===== src/rtl/alu_bist_ctrl_if.sv =====
// ALU operand/control bus between the BIST sequencer and the ALU.
// The sequencer is the master; the ALU returns result and zero.
interface alu_bist_ctrl_if;
  logic [31:0] Src_A;
  logic [31:0] Src_B;
  logic [2:0]  ALUcontrol;
  logic [31:0] ALUResult;
  logic        zero;

  modport master (
    output Src_A,
    output Src_B,
    output ALUcontrol,
    input  ALUResult,
    input  zero
  );

  modport slave (
    input  Src_A,
    input  Src_B,
    input  ALUcontrol,
    output ALUResult,
    output zero
  );
endinterface


===== src/rtl/alu_bist_ctrl.sv =====
// ALU BIST sequencer: LFSR operands per opcode, MISR compaction
// of result/zero, final signature compare against a golden value.
module alu_bist_ctrl #(
  parameter int          N_VECTORS  = 64,
  parameter logic [31:0] LFSR_SEED  = 32'hACE1_2024,
  parameter logic [31:0] GOLDEN_SIG = 32'h0000_0000,
  parameter logic [31:0] POLY       = 32'h8020_0003
) (
  input  logic        clk,
  input  logic        rst,
  input  logic        start,
  alu_bist_ctrl_if.master bus,
  output logic        bist_mode,
  output logic        busy,
  output logic        done,
  output logic        pass,
  output logic [31:0] signature
);

  localparam int VW = $clog2(N_VECTORS) + 1;

  typedef enum logic [2:0] {
    S_IDLE,
    S_SEED,
    S_RUN,
    S_FLUSH,
    S_CMP,
    S_DONE
  } state_t;

  state_t        r_state;
  logic [31:0]   r_lfsr;
  logic [31:0]   r_misr;
  logic [VW-1:0] r_vec_cnt;
  logic [2:0]    r_op_idx;
  logic [31:0]   r_src_a;
  logic [31:0]   r_src_b;
  logic [2:0]    r_ctl;
  logic          r_cap;
  logic          r_bist;
  logic          r_busy;
  logic          r_done;
  logic          r_pass;
  logic [31:0]   r_sig;

  logic [31:0]   w_lfsr_nxt;
  logic [31:0]   w_misr_nxt;
  logic [31:0]   w_swap;
  logic [2:0]    w_vlo;
  logic          w_eq_ops;
  logic          w_last_vec;
  logic [2:0]    w_opc;

  assign w_lfsr_nxt = {r_lfsr[30:0], 1'b0}
                    ^ (r_lfsr[31] ? POLY : 32'd0);
  assign w_misr_nxt = {r_misr[30:0], 1'b0}
                    ^ (r_misr[31] ? POLY : 32'd0)
                    ^ bus.ALUResult
                    ^ {31'd0, bus.zero};
  assign w_swap     = {r_lfsr[15:0], r_lfsr[31:16]};
  assign w_vlo      = 3'(r_vec_cnt);
  // Every 8th vector uses equal operands to hit the sub/zero path
  assign w_eq_ops   = (w_vlo == 3'b111);
  assign w_last_vec = (r_vec_cnt == VW'(N_VECTORS - 1));

  always_comb begin
    w_opc = 3'b000;
    unique case (1'b1)
      (r_op_idx == 3'd1): w_opc = 3'b001;
      (r_op_idx == 3'd2): w_opc = 3'b010;
      (r_op_idx == 3'd3): w_opc = 3'b011;
      (r_op_idx == 3'd4): w_opc = 3'b101;
      default:            w_opc = 3'b000;
    endcase
  end

  always_ff @(posedge clk or posedge rst) begin
    if (rst) begin
      r_state   <= S_IDLE;
      r_lfsr    <= '0;
      r_misr    <= '0;
      r_vec_cnt <= '0;
      r_op_idx  <= '0;
      r_src_a   <= '0;
      r_src_b   <= '0;
      r_ctl     <= '0;
      r_cap     <= 1'b0;
      r_bist    <= 1'b0;
      r_busy    <= 1'b0;
      r_done    <= 1'b0;
      r_pass    <= 1'b0;
      r_sig     <= '0;
    end else begin
      // Result of the vector driven on the previous edge
      if (r_cap)
        r_misr <= w_misr_nxt;
      case (r_state)
        S_IDLE, S_DONE: begin
          if (start) begin
            r_state <= S_SEED;
            r_bist  <= 1'b1;
            r_busy  <= 1'b1;
            r_done  <= 1'b0;
            r_pass  <= 1'b0;
            r_sig   <= '0;
          end
        end
        S_SEED: begin
          r_lfsr    <= LFSR_SEED;
          r_misr    <= '0;
          r_vec_cnt <= '0;
          r_op_idx  <= '0;
          r_state   <= S_RUN;
        end
        S_RUN: begin
          r_src_a <= r_lfsr;
          r_src_b <= w_eq_ops ? r_lfsr : w_swap;
          r_ctl   <= w_opc;
          r_lfsr  <= w_lfsr_nxt;
          r_cap   <= 1'b1;
          if (w_last_vec) begin
            r_vec_cnt <= '0;
            if (r_op_idx == 3'd4)
              r_state <= S_FLUSH;
            else
              r_op_idx <= r_op_idx + 3'd1;
          end else begin
            r_vec_cnt <= r_vec_cnt + VW'(1);
          end
        end
        S_FLUSH: begin
          r_src_a <= '0;
          r_src_b <= '0;
          r_ctl   <= '0;
          r_cap   <= 1'b0;
          r_bist  <= 1'b0;
          r_state <= S_CMP;
        end
        S_CMP: begin
          r_sig   <= r_misr;
          r_pass  <= (r_misr == GOLDEN_SIG);
          r_busy  <= 1'b0;
          r_done  <= 1'b1;
          r_state <= S_DONE;
        end
        default: r_state <= S_IDLE;
      endcase
    end
  end

  assign bus.Src_A      = r_src_a;
  assign bus.Src_B      = r_src_b;
  assign bus.ALUcontrol = r_ctl;
  assign bist_mode      = r_bist;
  assign busy           = r_busy;
  assign done           = r_done;
  assign pass           = r_pass;
  assign signature      = r_sig;

endmodule


===== src/flat_wrapper.sv =====
// flat-port wrapper written by rule: the top's interface ports become plain ports
module alu_bist_ctrl_flat 
#(
  parameter int          N_VECTORS  = 64,
  parameter logic [31:0] LFSR_SEED  = 32'hACE1_2024,
  parameter logic [31:0] GOLDEN_SIG = 32'h0000_0000,
  parameter logic [31:0] POLY       = 32'h8020_0003
)
  (clk, rst, start, bist_mode, busy, done, pass, signature, bus_Src_A, bus_Src_B, bus_ALUcontrol, bus_ALUResult, bus_zero);
  alu_bist_ctrl_if bus_i ();
  input  logic clk;
  input  logic rst;
  input  logic start;
  output logic bist_mode;
  output logic busy;
  output logic done;
  output logic pass;
  output logic [31:0] signature;
  output wire logic [$bits(bus_i.Src_A)-1:0] bus_Src_A;
  output wire logic [$bits(bus_i.Src_B)-1:0] bus_Src_B;
  output wire logic [$bits(bus_i.ALUcontrol)-1:0] bus_ALUcontrol;
  input wire logic [$bits(bus_i.ALUResult)-1:0] bus_ALUResult;
  input wire logic [$bits(bus_i.zero)-1:0] bus_zero;
  assign bus_Src_A = bus_i.Src_A;
  assign bus_Src_B = bus_i.Src_B;
  assign bus_ALUcontrol = bus_i.ALUcontrol;
  assign bus_i.ALUResult = bus_ALUResult;
  assign bus_i.zero = bus_zero;
  alu_bist_ctrl #(.N_VECTORS(N_VECTORS), .LFSR_SEED(LFSR_SEED), .GOLDEN_SIG(GOLDEN_SIG), .POLY(POLY)) u_core (.clk(clk), .rst(rst), .start(start), .bus(bus_i), .bist_mode(bist_mode), .busy(busy), .done(done), .pass(pass), .signature(signature));
endmodule

===== config.mk =====
export PLATFORM = sky130hd
export DESIGN_NAME = alu_bist_ctrl_flat
export DESIGN_NICKNAME = d
export VERILOG_FILES = /design/src/rtl/alu_bist_ctrl_if.sv /design/src/rtl/alu_bist_ctrl.sv /design/src/flat_wrapper.sv
export SDC_FILE = /design/constraint.sdc
export NUM_CORES = 1
export LEC_CHECK = 0
export CAP_MARGIN = 10
export CORE_ASPECT_RATIO = 0.7
export CORE_MARGIN = 5
export CORE_UTILIZATION = 56
export DETAILED_ROUTE_END_ITERATION = 10
export PLACE_DENSITY = 0.85
export SLEW_MARGIN = 10
export SYNTH_ARGS = -nofsm -noshare
export SYNTH_HDL_FRONTEND = slang
export SYNTH_SLANG_ARGS = --single-unit
export TNS_END_PERCENT = 10

===== constraint.sdc =====
create_clock -name clk -period 11.1 [get_ports clk]
set_input_delay 2.22 -clock clk [delete_from_list [all_inputs] [get_ports clk]]
set_output_delay 2.22 -clock clk [all_outputs]
set_load 0.01 [all_outputs]

* Yosys cells after proc, flatten, opt, wreduce, memory -nomap -nowiden
Index checks and enable logic that the tools add are counted.
Word-level totals: bits in registers 181, input port bits 36, output and inout port bits 103, logic and storage cells 75
Cells by class: $add $sub $neg 2, equality and inequality tests 15, multiplexer cells 28, bitwise gates (word level) 4, reductions and logical operators 12
Operators by type and width (number):
- 32-bit one-hot mux with 2 select lines | 4
- 32-bit two-way mux | 6
- 32-bit XOR | 3
- 32-bit zero test | 1
- 32-bit by 1-bit XOR with 32-bit output | 1
- 3-bit two-way mux | 5
- 3-bit one-hot mux with 5 select lines | 1
- 7-bit one-hot mux with 2 select lines | 1
- 3-bit by 2-bit equality test with 1-bit output (second input constant) | 4
- 3-bit equality test (second input constant) | 4
- 3-bit one-hot mux with 2 select lines | 2
- 3-bit one-hot mux with 4 select lines | 1
- 1-bit one-hot mux with 2 select lines | 5
- 2-bit nonzero test | 5
- 7-bit by 1-bit adder with 7-bit output (second input constant) | 1
- 7-bit by 6-bit equality test with 1-bit output (second input constant) | 1
- 7-bit two-way mux | 1
- 3-bit by 1-bit equality test with 1-bit output (second input constant) | 2
- 3-bit AND reduction | 2
- 2-bit by 1-bit != test with 1-bit output (second input constant) | 2
- 2-bit != test (second input constant) | 2
- 2-bit AND reduction | 2
- 3-bit by 1-bit adder with 3-bit output (second input constant) | 1
- 3-bit zero test | 1
- 2 further kinds | 3

* Longest topological paths before layout
Gate-level depths: netlist of run 1.
depth in word-level cells 6, depth in mapped cells 7, gate-level depth less buffers 6

* Least setup slack after synthesis of run 1
No wires, ideal clock.
kind input -> register, from in start, to reg u_core.r_sig[31], in the netlist u_core.signature[31], setup time 0.066 ns, arrival 3.020 ns, slack 8.014 ns, stages on the path 5, path buffers 2, cell sequence maj3_1 > nand2b_1 > buf_2 > buf_4 > a22o_1
Between the ends: cells in the longest elaborated chain, start to end 2
RTL lines:
- from (decl) | line flat_wrapper.sv:13 | input logic start;
- 2-bit != test (no source line)
- 2-bit AND reduction (no source line)
- to (signal assigned) | line alu_bist_ctrl.sv:140 | r_sig <= r_misr;
- to (decl) | line alu_bist_ctrl.sv:44 | logic [31:0] r_sig;
No other way between the ends. A chain may end at the register's enable or synchronous reset.

==> results of run 1 <==
-- power groups by stage --
stage | sequential [W] | clock [W] | combinational, W
final | 0.00119 | 0.000579 | 0.00120
after global routing | 0.00122 | 0.000620 | 0.00130
after CTS | 0.00118 | 0.000588 | 0.00121
after detailed placement | 0.00119 | 0 | 0.00119
after global placement | 0.00117 | 0 | 0.00114
after floorplan | 0.00117 | 0 | 0.000702
-- metal layers --
metal	global-route usage, %	vias up	part of all wire, %
met5	0	-	0
met4	5.60	0	1.1
met3	6.08	18	5.9
met2	37.6	191	48
met1	35.4	2780	45
li1	-	2404	-
-- registers in the layout (all words and copies together) (netlist names) --
| signal | flops |
|---|---|
| u_core.signature | 32 |
| u_core.bus.Src_A | 32 |
| u_core.busy | 1 |
| u_core.pass | 1 |
| u_core.r_misr | 32 |
| u_core.r_state | 3 |
| u_core.r_vec_cnt | 7 |
| u_core.bus.ALUcontrol | 3 |
| u_core.r_cap | 1 |
| u_core.r_op_idx | 3 |
| u_core.bus.Src_B | 32 |
| u_core.done | 1 |
| u_core.r_lfsr | 32 |
| u_core.bist_mode | 1 |
-- cell usage after synthesis, types with 2 or more instances --
library cell  number
a21oi_1            9
o21ai_0           42
o22a_1             8
nor4_1             6
a21o_1             3
nor3_1             2
buf_6              2
o2bb2ai_1         32
o31ai_1            3
xor2_1             5
nand3_1            2
nand2b_1           3
nor2_1             6
buf_2             22
a32o_1             2
a22o_1            86
inv_1              9
xnor2_1           34
clkbuf_1          11
a31oi_1            2
nor4b_1            2
nor2b_1            3
buf_4              9
and3_1             2
ha_1               6
nand2_1           47
mux2i_1           32
dfrtp_1          181
nand4_1            2
-- per-stage QoR --
stage,power [W],util [%],hold slack (ns),std cells,area (um2)
3_5_place_dp,0.00238,67.9,0.474,858,8890
4_1_cts,0.00298,72.3,0.495,890,9460
2_1_floorplan,0.00187,-,0.478,590,7470
5_1_grt,0.00314,72.3,0.513,890,9460
6_report,0.00297,72.3,0.492,890,9460
3_3_place_gp,0.00232,67.9,0.463,858,8890
-- logic make-up (layout without fill, tap and decap cells) --
group                      after synthesis  after routing  synth area share [%]
AOI/OAI and AO/OA                      195            195                  20.2
and+or+nand+nor                         82             82                  5.41
adders and majority gates                7              7                  1.14
muxes                                   32             32                  4.29
DFF                                    181            181                  60.6
buffers and inverters                   54            188                  3.73
xor gates and xnor gates                39             39                  4.57
-- critical path, cell delays in order --
cell and delay (ns):
clkdlybuf4s50_1 0.47, inv_6 0.62, buf_4 0.93
-- area by class of cell --
type | instances | area (um2) | share of cell area (%)
timing repair buffer | 146 | 1440 | 15.2
sequential | 181 | 4530 | 47.9
inverter | 10 | 42.5 | 0.450
multi-input combinational | 355 | 2670 | 28.2
clock buffer | 22 | 474 | 5.01
tap | 166 | 208 | 2.20
clock inverter | 10 | 98.8 | 1.04
-- cells in the final DEF (no fill, tap or decap), drive strengths merged, types with 2 or more instances in the layout --
master,netlist,final
dfrtp,181,181
clkdlybuf4s50,0,138
a22o,86,86
nand2,47,47
o21ai,43,43
xnor2,34,34
o2bb2ai,32,32
mux2i,32,32
clkbuf,11,22
inv,10,11
a21oi,10,10
o22a,8,8
buf,33,8
nor2,7,7
nor4,7,7
ha,6,6
clkinv,0,6
xor2,5,5
nor2b,3,3
o31ai,3,3
nand2b,3,3
a21o,3,3
nand3,3,3
nor3,2,2
and3,2,2
nor4b,2,2
a32o,2,2
a31oi,2,2
nand4,2,2
clkinvlp,0,2
-- path summary, 6_finish.rpt --
check                                     start  slack (ns)                  endpoint  cells past startpoint
setup / recovery                            rst        7.15  u_core.bus.ALUcontrol[1]                      3
hold / removal             u_core.bus.Src_B[16]        0.49      u_core.bus.Src_B[16]                      2
max in group clk                    u_core.done        7.50                      done                      1
min in group asynchronous                   rst        2.36       u_core.bus.Src_B[2]                      2
setup reg to reg              u_core.r_state[0]        8.88       u_core.r_vec_cnt[5]                      5
hold reg to reg            u_core.bus.Src_B[16]        0.49      u_core.bus.Src_B[16]                      2
==> out/qor.yml, run 1 <==
status: "finished clean"
finClkSkew_ns: 0.00917
synth.area.top_cells: "dfrtp_1 61%, a22o_1 10%, mux2i_1 4.3%"
drc: 0
viasPerCell: 6.06
switchingPower_w: 0.00114
port_buffers: 138
postCtsSetupBuffers: 0
synth_cell_type_count: 46
grt_max_degree: 100
p_leak_nw: 4.01
peakVddDrop_mv: 0.175
syn_nets: 632
first_pass_iters: 5
finalSetupTns_ns: 0
finalHoldViolations: 0
clock_path_buffers: 2
synth_area_mm2: 0.00747
cts_resized: 0
syn_inst: 590
ios: 139
p_seq_share_pct: 40.1
worst_skew_pair.late_latency_ns: 0.42
cts_buffers: 17
cp-end-kind: "asynchronous set/reset pin"
dpl.hpwl_um: 12100
fin_crit_sh_pct: 35.6
tightest_slew_ns: 1.06
p_sw_share_pct: 38.3
die_area_mm2: 0.0158
die_w_um: 148
critPathLaunchType: "input pin"
vias: 5393
intPower_w: 0.00183
cts_sinks: 181
die_height_um: 107
routed_wirelength_um: 18800
cts_root_buf: "clkbuf_16"
relSlewSlack_pct: 29.3
synth_ff_type: "dfrtp_1"
ctsHoldBuffers: 0
core.rowCount: 35
finalNetCount: 753
grt_usage_pct: 24.4
start_util_pct: 57.1
hold_class: "flip-flop to flip-flop"
powerDensity_mw_per_mm2: 314
fmax_mhz: 253
min_period_ns: 3.95
seq_area_frac_synth_pct: 60.6
yosysWarningCount: 0
cts.clk_slew.worst_paths_ns: 0.06
worstPathArrival_ns: 4.34
synth_top_cell_by_area: "dfrtp_1"
n_fill_cell: 875
antenna_found_initial: 0
cts_tree: "yes"
crit_fanout: 99
drive_above_1_share_pct: 6.77
cts_max_level: 4
grt_pass1_wl_um: 30600
drt_iter0_markers: 470
drv_slew: 0
num_antenna_cells: 0
ant_nets: 0
synthArstFlopShare_pct: 100
gp_congestion: 0.812
syn_to_final_growth_pct: 26.6
overflow: 0
wl_per_cell_um: 21.1
worstSetupPathType: "input pin to asynchronous set/reset pin"
core_mm2: 0.0131
pre_cts_slack_ns: 6.61
fin_ws_ns: 7.15
finalSetupViolCount: 0
synth_edf_count: 0
comb_power_share_pct: 40.4
rsz0062_at_grt: "no"
synth_top_area_share_pct: 60.6
worstPathRequired_ns: 11.49
power.share.clock_pct: 19.5
max-cap-violations: 0
grt_pass1_vias: 5485
synth.avg_cell_area_um2: 12.7
ys_ff_latch: 181
(Power assumes the default switching activity.)
==> run 2, diff against run 1 <==
CORE_UTILIZATION = 52   (was 56)
PLACE_DENSITY = 0.8   (was 0.85)
clock period = 3.72 ns   (was 11.1 ns; I/O delays follow)
==> run 2 against run 1 <==
Effect of this change: combinational power rose to 2.9 times the previous value; sequential cell count did not move; core utilization fell by 4.3 points; critical path depth rose by 3; non-clock buffer count did not move; worst setup slack got worse by 5.9 ns; wire length fell by 5.2%; sequential share of layout area fell by 0.31 points; hold slack got worse by 0.0082 ns; largest cell class unchanged; clock power rose to 3.1 times the previous value; die area rose by 7.1%; sequential power rose to 3.0 times the previous value.
==> out/qor.yml, run 2 (same netlist as run 1, synthesis figures left out) <==
status: "finished clean"  # unchanged
p_leak_nw: 4.02  # was 4.01 nW
relSlewSlack_pct: 30.6  # was 29.3%
worstPathArrival_ns: 2.81  # was 4.34 ns
drt_iter0_markers: 421  # was 470
finalNetCount: 753  # unchanged
finalSetupViolCount: 0  # unchanged
p_sw_share_pct: 37.5  # was 38.3%
worst_skew_pair.late_latency_ns: 0.43  # was 0.42 ns
min_period_ns: 2.47
hold_class: "flip-flop to flip-flop"  # unchanged
p_seq_share_pct: 39.8  # was 40.1%
startpoint: "u_core.r_state[0]"  # was rst
ctsHoldBuffers: 0  # unchanged
die_area_mm2: 0.0169  # was 0.0158 mm2
dpl.hpwl_um: 11600  # was 12100 um
port_buffers: 138  # unchanged
grt_usage_pct: 21.5  # was 24.4%
crit_family: "compound AO/OA/AOI/OAI gates"  # was buffers and inverters
cts_resized: 0  # unchanged
hold_depth: 2  # unchanged
cts.clk_slew.worst_paths_ns: 0.06  # about the same
vias: 5355  # was 5393
intPower_w: 0.00553  # was 0.00183 W
cp_slowest_cell: "a21oi_4"  # was buf_4
viasPerCell: 5.86  # was 6.06
die_height_um: 110  # was 107 um
drc: 0  # unchanged
syn_to_final_growth_pct: 27.5  # was 26.6%
drive_above_1_share_pct: 6.91  # was 6.77%
r2r-end: "u_core.r_misr[28]"  # was u_core.r_vec_cnt[5]
r2r_cells: 6  # was 5
placed_cell_area_mm2: 0.00893  # was 0.00889 mm2
overflow: 0  # unchanged
peakVddDrop_mv: 0.549  # was 0.175 mV
hold_end: "u_core.bus.Src_B[27]"  # was u_core.bus.Src_B[16]
postCtsSetupBuffers: 0  # unchanged
ant_nets: 0  # unchanged
critPathLaunchType: "flip-flop"  # was input pin
gp_congestion: 0.811  # was 0.812
core.rowCount: 36  # was 35
cts_sinks: 181  # unchanged
wl_per_cell_um: 19.4  # was 21.1 um
fin_crit_sh_pct: 66.4
fmax_mhz: 405
fin_area_mm2: 0.00952  # was 0.00946 mm2
worstReg2RegStart: "u_core.r_state[0]"  # unchanged
die_w_um: 153  # was 148 um
comb_power_share_pct: 39.9  # was 40.4%
start_util_pct: 53.3  # was 57.1%
clock_path_buffers: 2  # unchanged
fin_ws_ns: 1.25  # was 7.15 ns
crit_buf_inv: 2  # was 3
powerDensity_mw_per_mm2: 929  # was 314 mW/mm2
power.share.clock_pct: 20.3  # was 19.5%
worstPathRequired_ns: 4.06  # was 11.49 ns
rsz0062_at_grt: "no"  # unchanged
finalSetupTns_ns: 0  # unchanged
worstSetupPathType: "flip-flop to flip-flop"  # was input pin to asynchronous set/reset pin
crit_fanout: 32  # was 99
ios: 139  # unchanged
num_antenna_cells: 0  # unchanged
routed_wirelength_um: 17800  # was 18800 um
final_cell_mix: "181 x dfrtp_1, 138 x clkdlybuf4s50_1, 86 x a22o_1, 46 x nand2_1, 42 x o21ai_0"  # unchanged
tightest_slew_ns: 1.04  # was 1.06 ns
core_mm2: 0.0140  # was 0.0131 mm2
grt_max_degree: 182  # was 100
finClkSkew_ns: 0.0152  # was 0.00917 ns
switchingPower_w: 0.00332  # was 0.00114 W
min_from: "u_core.bus.Src_B[27]"  # was u_core.bus.Src_B[16]
cts_max_level: 4  # unchanged
first_pass_iters: 5  # unchanged
path_cells: "xor2_1 -> nand2_1 -> buf_4 -> inv_2 -> a21oi_4 -> o2bb2ai_1"  # was clkdlybuf4s50_1 -> inv_6 -> buf_4
cp-end-kind: "flip-flop"  # was asynchronous set/reset pin
antenna_found_initial: 0  # unchanged
grt_pass1_vias: 5362  # was 5485
grt_pass1_wl_um: 28900  # was 30600 um
max-cap-violations: 0  # unchanged
ff2ff_setup_slack_ns: 1.25  # was 8.88 ns
fin_util_pct: 68.0  # was 72.3%
cts_buffers: 17  # unchanged
finalHoldViolations: 0  # unchanged
cts_root_buf: "clkbuf_16"  # unchanged
cts_tree: "yes"  # unchanged
mostFrequentLayoutCell: "dfrtp_1"  # unchanged
drv_slew: 0  # unchanged
pre_cts_slack_ns: 1.28  # was 6.61 ns
critPathMaxStageDelay_ns: 0.77  # was 0.93 ns
==> run 2: layout make-up <==
cell class	instances	area (um2)
Multi-Input combinational cell	355	2670
Fill cell	985	4480
Timing Repair Buffer	146	1450
Clock buffer	21	470
Tap cell	190	238
Sequential cell	181	4530
Inverter	10	41.3
Clock inverter	11	124
==> run 2: power groups by stage <==
| stage | Sequential [W] | Clock, W | Combinational, W |
|---|---|---|---|
| 2_1_floorplan | 0.00349 | 0 | 0.00210 |
| 3_3_place_gp | 0.00349 | 0 | 0.00342 |
| 3_5_place_dp | 0.00353 | 0 | 0.00354 |
| 4_1_cts | 0.00351 | 0.00182 | 0.00357 |
| 5_1_grt | 0.00362 | 0.00192 | 0.00385 |
| 6_report | 0.00352 | 0.00180 | 0.00353 |
==> run 2: worst max-delay path by stage <==
stage	cells after the start	end
3_5_place_dp	6	u_core.r_misr[17]
5_1_grt	6	u_core.r_misr[21]
2_1_floorplan	1	u_core.bist_mode
3_3_place_gp	6	u_core.r_misr[17]
6_report	6	u_core.r_misr[28]
4_1_cts	6	u_core.r_misr[29]
==> run 2: stage by stage <==
stage	std cells	power, W	hold slack [ns]
final	914	0.00885	0.484
after global routing	914	0.00939	0.508
after CTS	914	0.00890	0.489
after detailed placement	882	0.00707	0.474
after global placement	882	0.00691	0.464
after floorplan	590	0.00558	0.478
==> run 2: worst min-delay path, stage by stage (launching register included) <==
cell and delay (ns):
dfrtp_1 0.34, nand2_1 0.04, o21ai_0 0.06
==> run 2: per-layer routing <==
layer  global-route usage, %  routed length [um]  vias to the layer above
li1                        -                   -                     2419
met1                    30.7                8210                     2748
met2                    33.6                8540                      165
met3                    4.45                 794                       23
met4                    6.48                 238                        0
met5                       0                   0                        -
==> run 3, diff against run 2 <==
CORE_UTILIZATION = 47   (was 52)
PLACE_DENSITY = 0.76   (was 0.8)
clock period = 2.1 ns   (was 3.72 ns; I/O delays follow)
==> run 3 against run 2 <==
Effect of this change: clock skew decreased by 0.0092 ns; sequential power increased by 77%; sequential share of layout area decreased by 0.73 points; wire length increased by 2.5%; clock-buffer cell count unchanged; cell count increased by 2.1%; fmax increased by 37%; sequential cell count unchanged; critical path depth decreased by 1; design area increased by 1.6%; die area increased by 9.8%.
==> out/qor.yml, run 3 (same netlist as run 1, synthesis figures left out) <==
status: "finished clean"  # unchanged
hold_class: "flip-flop to flip-flop"  # unchanged
cts_buffers: 17  # unchanged
cts_resized: 0  # unchanged
antenna_found_initial: 0  # unchanged
num_antenna_cells: 0  # unchanged
fin_area_mm2: 0.00967  # was 0.00952 mm2
grt_use_met3_pct: 4.44  # was 4.45%
finalNetCount: 762  # was 753
tightest_slew_ns: 0.586  # was 1.04 ns
cp-end-kind: "flip-flop"  # unchanged
clock_path_buffers: 2  # unchanged
cp_slowest_cell: "nor4b_1"  # was a21oi_4
mostFrequentLayoutCell: "dfrtp_1"  # unchanged
viasPerCell: 5.71  # was 5.86
switchingPower_w: 0.00595  # was 0.00332 W
relSlewSlack_pct: 60.5  # was 30.6%
grt_use_met2_pct: 30.4  # was 33.6%
grt_busiest_layer: "met2"  # unchanged
power.share.clock_pct: 19.8  # was 20.3%
critPathMaxStageDelay_ns: 0.50  # was 0.77 ns
final_cell_mix: "181 x dfrtp_1, 138 x clkdlybuf4s50_1, 86 x a22o_1, 46 x nand2_1, 42 x o21ai_0"  # unchanged
powerDensity_mw_per_mm2: 1650  # was 929 mW/mm2
port_buffers: 138  # unchanged
cts_max_level: 4  # unchanged
fmax_mhz: 554  # was 405 MHz
p_seq_share_pct: 39.0  # was 39.8%
start_util_pct: 48.1  # was 53.3%
core.rowCount: 38  # was 36
p_sw_share_pct: 37.4  # was 37.5%
syn_to_final_growth_pct: 29.5  # was 27.5%
placed_cell_area_mm2: 0.00908  # was 0.00893 mm2
grt_max_degree: 85  # was 182
wl_per_cell_um: 19.5  # was 19.4 um
worstPathRequired_ns: 2.41  # was 4.06 ns
core_mm2: 0.0155  # was 0.0140 mm2
drive_above_1_share_pct: 7.91  # was 6.91%
grt_pass1_vias: 5494  # was 5362
path_cells: "ha_1 -> nand3_2 -> nor4b_1 -> o21ai_0 -> a32o_1"  # was xor2_1 -> nand2_1 -> buf_4 -> inv_2 -> a21oi_4 -> o2bb2ai_1
die_height_um: 115  # was 110 um
startpoint: "u_core.r_vec_cnt[0]"  # was u_core.r_state[0]
vias: 5331  # was 5355
intPower_w: 0.00997  # was 0.00553 W
drt_iter0_markers: 362  # was 421
p_leak_nw: 4.08  # was 4.02 nW
dpl.hpwl_um: 12400  # was 11600 um
critPathLaunchType: "flip-flop"  # unchanged
worst_skew_pair.late_latency_ns: 0.43  # about the same
cts.clk_slew.worst_paths_ns: 0.07  # was 0.06 ns
gp_congestion: 0.820  # was 0.811
cts_sinks: 181  # unchanged
die_w_um: 161  # was 153 um
die_area_mm2: 0.0186  # was 0.0169 mm2
comb_power_share_pct: 41.1  # was 39.9%
worstReg2RegStart: "u_core.r_vec_cnt[0]"  # was u_core.r_state[0]
drc: 0  # unchanged
finalSetupViolCount: 0  # unchanged
crit_fanout: 6  # was 32
ant_nets: 0  # unchanged
cts_root_buf: "clkbuf_16"  # unchanged
worstSetupPathType: "flip-flop to flip-flop"  # unchanged
postCtsSetupBuffers: 0  # unchanged
drv_slew: 0  # unchanged
min_from: "u_core.bus.Src_B[19]"  # was u_core.bus.Src_B[27]
finClkSkew_ns: 0.00597  # was 0.0152 ns
finalHoldViolations: 0  # unchanged
max-cap-violations: 0  # unchanged
routed_wirelength_um: 18200  # was 17800 um
fin_ws_ns: 0.294  # was 1.25 ns
worstPathArrival_ns: 2.12  # was 2.81 ns
overflow: 0  # unchanged
hold_slack_ns: 0.479  # was 0.484 ns
n_fill_cell: 1171  # was 985
cts_tree: "yes"  # unchanged
ctsHoldBuffers: 0  # unchanged
first_pass_iters: 5  # unchanged
grt_pass1_wl_um: 30200  # was 28900 um
fin_crit_sh_pct: 86.0  # was 66.4%
ios: 139  # unchanged
rsz0062_at_grt: "no"  # unchanged
peakVddDrop_mv: 0.779  # was 0.549 mV
grt_usage_pct: 20.3  # was 21.5%
pre_cts_slack_ns: 0.303  # was 1.28 ns
min_period_ns: 1.81  # was 2.47 ns
grt_util_met1_pct: 30.0  # was 30.7%
[run 3: cell count changes in the layout (fill, tap and decap cells not counted)]
cell        before  now
buf_12           1    7
inv_6            2    1
clkbuf_1         1    2
clkinv_4         1    2
clkinvlp_4       4    5
clkbuf_8         3    2
buf_4            7   10
clkinv_2         3    2
[run 3: critical path, delay by kind of cell (launching register included)]
family	cells	cell delay (ns)
DFF	1	0.41
AOI/OAI and AO/OA	2	0.43
adders and majority gates	1	0.22
and+or+nand+nor	2	0.64
[run 3: path summary, 6_finish.rpt]
kind,end,slack [ns],cells after the start
setup / recovery,u_core.r_op_idx[1],0.29,5
hold / removal,u_core.bus.Src_B[19],0.48,2
setup reg to reg,u_core.r_op_idx[1],0.29,5
hold reg to reg,u_core.bus.Src_B[19],0.48,2
max in group asynchronous,u_core.r_lfsr[0],1.23,3
min in group asynchronous,u_core.signature[23],0.50,3
[run 3: layout make-up]
class | instances | area, um2 | area share (%)
Clock buffer | 21 | 460 | 4.76
Clock inverter | 11 | 126 | 1.31
Inverter | 10 | 41.3 | 0.427
Multi-Input combinational cell | 355 | 2670 | 27.6
Sequential cell | 181 | 4530 | 46.8
Tap cell | 200 | 250 | 2.59
Timing Repair Buffer | 155 | 1600 | 16.5
[run 3: power groups by stage]
stage | logic, W | registers, W | clock network (W)
detailed placement | 0.00660 | 0.00623 | 0
global placement | 0.00637 | 0.00619 | 0
floorplan | 0.00371 | 0.00618 | 0
CTS | 0.00663 | 0.00620 | 0.00322
global route | 0.00715 | 0.00641 | 0.00338
finish | 0.00655 | 0.00622 | 0.00316
[run 3: metal layers]
layer  vias up  wire, um
met5         -         0
met4         0       251
met3        25       940
met2       149      8320
met1      2720      8700
li1       2437         -
[run 3: through the flow]
stage / TNS (ns) / power, W / std cells / util, %
global placement: 0 / 0.0126 / 901 / 58.4
finish: 0 / 0.0159 / 933 / 62.2
detailed placement: 0 / 0.0128 / 901 / 58.4
CTS: 0 / 0.0161 / 933 / 62.2
global route: 0 / 0.0169 / 933 / 62.2
floorplan: -116.31 / 0.00989 / 590 / -
